--- src/rtl/mdu_ctrl.sv ---
// Multiply/divide unit controller: fixed-latency MUL/DIV with HI/LO registers.
// Division is compiled in only when MDU_DIV_EN is defined.
module mdu_ctrl #(
  parameter int MUL_LAT = 5,
  parameter int DIV_LAT = 10
) (
  input  logic        clk,
  input  logic        reset,
  input  logic        start,
  input  logic [2:0]  mdop,
  input  logic [31:0] A,
  input  logic [31:0] B,
  output logic        busy,
  output logic [31:0] hi,
  output logic [31:0] lo
);

  localparam int MAX_LAT = (MUL_LAT > DIV_LAT) ? MUL_LAT : DIV_LAT;
  localparam int CW = $clog2(MAX_LAT + 1);

  localparam logic [1:0] IDLE = 2'd0;
  localparam logic [1:0] MUL  = 2'd1;
`ifdef MDU_DIV_EN
  localparam logic [1:0] DIV  = 2'd2;
`endif

  logic [1:0]    state;
  logic [CW-1:0] cnt;
  logic [31:0]   pend_hi;
  logic [31:0]   pend_lo;

  logic        is_signed;
  logic [63:0] ext_a;
  logic [63:0] ext_b;
  logic [63:0] prod;

  assign is_signed = ~mdop[0];

  // Sign- or zero-extend to 64 bits; the low 64 bits of the product are exact.
  assign ext_a = {{32{is_signed & A[31]}}, A};
  assign ext_b = {{32{is_signed & B[31]}}, B};
  assign prod  = ext_a * ext_b;

`ifdef MDU_DIV_EN
  logic [31:0] dvd;
  logic [31:0] dvs;
  logic [31:0] quo;
  logic [31:0] rem;
  logic [31:0] q_res;
  logic [31:0] r_res;
  logic        neg_q;
  logic        neg_r;

  // Divide magnitudes, then restore signs; 0x80000000/-1 falls out naturally.
  assign neg_q = is_signed & (A[31] ^ B[31]);
  assign neg_r = is_signed & A[31];
  assign dvd   = (is_signed & A[31]) ? -A : A;
  assign dvs   = (is_signed & B[31]) ? -B : B;
  assign quo   = (dvs == 32'd0) ? 32'd0 : dvd / dvs;
  assign rem   = (dvs == 32'd0) ? 32'd0 : dvd % dvs;
  assign q_res = neg_q ? -quo : quo;
  assign r_res = neg_r ? -rem : rem;
`endif

  always_ff @(posedge clk or posedge reset) begin
    if (reset) begin
      state   <= IDLE;
      cnt     <= '0;
      busy    <= 1'b0;
      hi      <= 32'd0;
      lo      <= 32'd0;
      pend_hi <= 32'd0;
      pend_lo <= 32'd0;
    end else begin
      case (state)
        IDLE: begin
          if (start) begin
            case (mdop)
              3'd0, 3'd1: begin
                pend_hi <= prod[63:32];
                pend_lo <= prod[31:0];
                cnt     <= CW'(MUL_LAT);
                busy    <= 1'b1;
                state   <= MUL;
              end
`ifdef MDU_DIV_EN
              3'd2, 3'd3: begin
                // Divide by zero recommits the current HI/LO unchanged.
                if (B == 32'd0) begin
                  pend_hi <= hi;
                  pend_lo <= lo;
                end else begin
                  pend_hi <= r_res;
                  pend_lo <= q_res;
                end
                cnt   <= CW'(DIV_LAT);
                busy  <= 1'b1;
                state <= DIV;
              end
`endif
              3'd4: hi <= A;
              3'd5: lo <= A;
              default: ;
            endcase
          end
        end
`ifdef MDU_DIV_EN
        MUL, DIV: begin
`else
        MUL: begin
`endif
          if (cnt == CW'(1)) begin
            hi    <= pend_hi;
            lo    <= pend_lo;
            cnt   <= '0;
            busy  <= 1'b0;
            state <= IDLE;
          end else begin
            cnt <= cnt - CW'(1);
          end
        end
        default: begin
          state <= IDLE;
          busy  <= 1'b0;
          cnt   <= '0;
        end
      endcase
    end
  end

endmodule

--- config.mk ---
export PLATFORM = sky130hd
export DESIGN_NAME = mdu_ctrl
export DESIGN_NICKNAME = d
export VERILOG_FILES = /design/src/rtl/mdu_ctrl.sv
export SDC_FILE = /design/constraint.sdc
export NUM_CORES = 2
export LEC_CHECK = 0
export ABC_AREA = 1
export ABC_CLOCK_PERIOD_IN_PS = 4000
export BUFFER_PORTS_ARGS = -buffer_cell sky130_fd_sc_hd__buf_2
export CAP_MARGIN = 20
export CORE_ASPECT_RATIO = 1.4
export CORE_UTILIZATION = 39
export CTS_CLUSTER_DIAMETER = 30
export DETAILED_ROUTE_END_ITERATION = 8
export PLACE_DENSITY = 0.53
export RECOVER_POWER = 100
export SLEW_MARGIN = 40
export SYNTH_ARGS = -nofsm -noshare
export SYNTH_HDL_FRONTEND = slang
export SYNTH_SLANG_ARGS = --single-unit
--- constraint.sdc ---
create_clock -name clk -period 4 [get_ports clk]
set_clock_uncertainty 0.05 [all_clocks]
set_input_delay 0.4 -clock clk [delete_from_list [all_inputs] [get_ports clk]]
set_output_delay 0.4 -clock clk [all_outputs]
set_load 0.005 [all_outputs]
Word level (Yosys, flattened, before mapping)
Cells that the tools add are included.

storage, ports and cells
  output and inout port bits = 65
  word-level logic and storage cells = 51
  register bits after elaboration = 135
  input port bits = 70

operators by class
  add/subtract/negate cells = 1
  muxes and demuxes = 20
  equality and inequality tests = 10
  bitwise gates (word level) = 3
  reduce and logical (&&, ||, !) cells = 9
  multiply operators = 1

operators with widths
  cell                   number
  $mux W32               6
  $pmux W32 S2           2
  $mul A33 B33 Y64       1
  $mux W4                3
  $pmux W4 S2            1
  $reduce_and A4 Y1      2
  $eq A3 B3 Y1 const B   2
  $mux W2                3
  $ne A2 B1 Y1 const B   3
  $reduce_and A3 Y1      2
  $eq A4 B1 Y1 const B   1
  $ne A2 B2 Y1 const B   2
  $pmux W2 S2            1
  $sub A4 B1 Y4 const B  1
  $eq A3 B1 Y1 const B   1
  $logic_not A3 Y1       1
  $mux W1                3
  $and A1 B1 Y1          2
  $eq A2 B1 Y1 const B   1
  $logic_not A2 Y1       1
  $pmux W1 S2            1
  $reduce_and A2 Y1      1
  $reduce_bool A2 Y1     1
  $reduce_or A2 Y1       1
  $not A1 Y1             1

Logic depth before layout (Yosys ltp)
  depth after elaboration = 5
  mapped depth = 35
  gate-level depth less buffers = 33

Worst setup path before layout
Ideal clock, no wire load.

  path type = input to register
  start point = input A[31]
  end point = register pend_hi[25]
  required time = 3832 ps
  arrival time = 7520 ps
  path buffers = 2
  stages = 26
  library setup time = 118 ps
  path slack = -3688 ps
  cell sequence = clkbuf_1 clkbuf_1 nand2_1 nor2_1 fa_1 fa_1 fa_1 inv_1 fa_1 inv_1 fa_1 fa_1 inv_1 fa_1 fa_1 inv_1 ha_1 a21oi_1 nor2_1 nor2_1 nor2_1 or2_2 a21oi_1 nand4_1 nand3_1 nand2_1

on the way
  cells in the longest elaborated chain, start to end = 2

RTL lines
  what                    RTL line  RTL
  start: declaration      11        input logic [31:0] A,
  $and A1 B1 Y1           40        assign ext_a = {{32{is_signed & A[31]}}, A};
  $mul A33 B33 Y64 *      42        assign prod = ext_a * ext_b;
  end signal: assignment  80        pend_hi <= prod[63:32];
  end: declaration        29        logic [31:0] pend_hi;

Every way passes the cells marked *; elsewhere a longest branch is shown, timed or not.
A chain may end at the register's enable or synchronous reset.

Worst setup path after layout
  start point = input A[31]
  end point = register pend_hi[30]

Same word-level chain as after synthesis.

==> flow_summary.ini <==
[logic_synthesis]
synthesis.area_sq_um = 45100
synth.avg_cell_area_sq_um = 8.02
synth_cells = 5621
ys_seq_elements = 133
ys.flop_type = dfrtp_1
ys_seq_area_share_pct = 7.38
synth_warnings = 0
ys_async_sr_fraction_pct = 100
syn_nets = 7030
synth_cell_type_count = 41
synth-edff-count = 0

[routing]
drc_errors = 0
ant_nets = 0
via_per_inst = 4.88
dr.max_layer_used = met5
drtIter0Drc = 1753
drt-pass1-iter-count = 5
post_drt_wl_per_cell_um = 20.1
via_count = 38000
route.met3.wl_mm = 7.52
routed_wl_mm = 156
drt-met1-wl_mm = 60.0
wl_met2_mm = 81.9

[finish]
layout_commonest_cell = inv_1
drive_above_1_share_pct = 25.7
layout_common_cells = inv_1 (1492), nand2_1 (1393), fa_1 (1055), buf_4 (540), nor2_1 (157)
final_util_pct = 51.9
area_delta_synth_final_pct = 31.9
finalNetCount = 7700

[clocking]
clock_latency_ns = 0.46
cts_tree = built
clockBufferDepth = 2
cts_max_level = 4
root_buffer = clkbuf_16
cts_made_buffers = 17
clk_pin_slew_ns = 0.06
numClockSinks = 133

[global_routing]
antenna_found_initial = 8
grt_pass1_wl_mm = 246
grt_start_max_net_pins = 75
grt_pass1_vias = 42100
overflow = 0
grt_usage_pct = 28.1

[place]
port-buffer-count = 134
globalplace.congestion = 0.937
dp.final_hpwl_mm = 131

[timing]
setup_viol_count_final = 58
grt_setup_unrepaired = true
relSlewSlack_pct = -100
tightest_slew_ns = 3.00
fin_ws_ns = -2.68
drv_slew = 190
period_minus_slack_ns = 6.68
final-hold-violation-count = 0
fmax_mhz = 150
fin_crit_sh_pct = 167

[setup_path]
cp-end-kind = register
cp.depth = 33
path_common_cell = inv_2
startpoint = A[31]
cp-start-kind = primary input
rr_endpoint = hi[18]
cpPeakStageDelay_ns = 0.61
crit_arrival_ns = 6.97
ff2ff_path_depth = 3
worstPathMaxFanout = 7
required_ns = 4.29
worst-path-buf-inv = 14
critPathCapture = pend_hi[30]
crit_type = in2reg
cp_slowest_cell = fa_2
path_delay_family = adder cells
ff2ff_setup_slack_ns = 0.36
r2r_start = busy

[job]
maxCapViolCount = 4

[floorplan]
io-pin-count = 135
die_area_sq_um = 117000
num_rows = 147
die_x_um = 289
die_h_um = 404
core_sq_um = 115000
start_util_pct = 39.3

[worst_hold_path]
hold_path_class = in2reg

[outcome]
status = finished, violations left
failed_checks = capacitance limit, slew limit, setup timing
## repair_timing
action,in CTS,in global routing
cloned,12,3
resized for setup,747,236
pin swaps,291,131
buffers inserted,109,27
endpoints found under the hold margin,0,7
hold buffers,0,1
setup endpoints to repair,58,57
## worst min-delay path by stage
stage | slack [ns] | cells after the start | start | endpoint
6_report | 0.35 | 4 | mdop[1] | busy
5_1_grt | 0.39 | 4 | mdop[1] | busy
4_1_cts | 0.06 | 2 | reset | pend_lo[7]
3_5_place_dp | 0.41 | 2 | pend_lo[4] | pend_lo[4]
3_3_place_gp | 0.41 | 2 | pend_lo[5] | pend_lo[5]
2_1_floorplan | 0.39 | 2 | pend_lo[1] | pend_lo[1]
## registers in the layout (all words and copies together), names as in the netlist
register	flops
hi	32
lo	32
pend_hi	32
pend_lo	32
cnt	4
busy	1
## synthesized netlist by cell type (4+ instances only)
cell type / n / area, sq um
nor2_1: 266 / 998
buf_2: 14 / 70.1
nand2_2: 6 / 37.5
nand2_1: 1559 / 5850
nand3_1: 111 / 556
o31ai_1: 7 / 52.6
clkbuf_1: 247 / 927
a21o_1: 4 / 30.0
ha_1: 214 / 2680
nor3_1: 9 / 45.0
fa_1: 1125 / 22500
dfrtp_1: 133 / 3330
xnor2_1: 11 / 96.3
a31oi_1: 72 / 450
a21oi_1: 74 / 370
inv_1: 1605 / 6020
or2_2: 8 / 50.1
buf_1: 6 / 22.5
nand4_1: 31 / 194
xor2_1: 11 / 96.3
nand3_2: 11 / 110
o21bai_1: 9 / 67.6
o21ai_0: 59 / 295
## final cells by class
class | instances | area, sq um
flip-flops and latches | 133 | 3330
clock inverters | 11 | 174
well taps | 1490 | 1860
inverters | 1607 | 6050
multi-input cells | 3613 | 38600
fillers | 10900 | 55100
repair buffers | 919 | 8950
clock buffers | 21 | 460
diodes | 2 | 5.00
## metrics by stage
| step | TNS [ns] | cells | cell area, sq um | hold WS, ns | setup WS (ns) |
|---|---|---|---|---|---|
| 2_1_floorplan | -123.05 | 5621 | 47300 | 0.392 | -2.90 |
| 3_3_place_gp | -178.63 | 7616 | 53500 | 0.409 | -3.53 |
| 3_5_place_dp | -178.94 | 7617 | 53500 | 0.410 | -3.60 |
| 4_1_cts | -128.77 | 7766 | 58400 | 0.0632 | -2.67 |
| 5_1_grt | -148.35 | 7795 | 59500 | 0.394 | -2.94 |
| 6_report | -134.93 | 7796 | 59500 | 0.352 | -2.68 |
## tightest hold or removal path, delay by kind of cell
| family | cells | cell delay, ns |
|---|---|---|
| buffers and inverters | 1 | 0.09 |
| and+or+nand+nor | 3 | 0.31 |
## per-layer routing
metal	vias up	global-route usage (%)
met5	-	0
met4	8	9.33
met3	270	3.26
met2	873	50.7
met1	19700	34.3
li1	17200	-
## cells by family after synthesis
logic type / count (synthesis) / synth area share, %
AND/OR/NAND/NOR: 2010 / 17.5
buffers and inverters: 1875 / 15.7
adder cells (fa/ha/maj): 1339 / 55.9
AO/OA/AOI/OAI: 242 / 3.11
flip-flops: 133 / 7.38
XOR/XNOR: 22 / 0.427
Power is not shown: default switching activity piles up to over one toggle a cycle in this logic, so the estimate is an artifact.
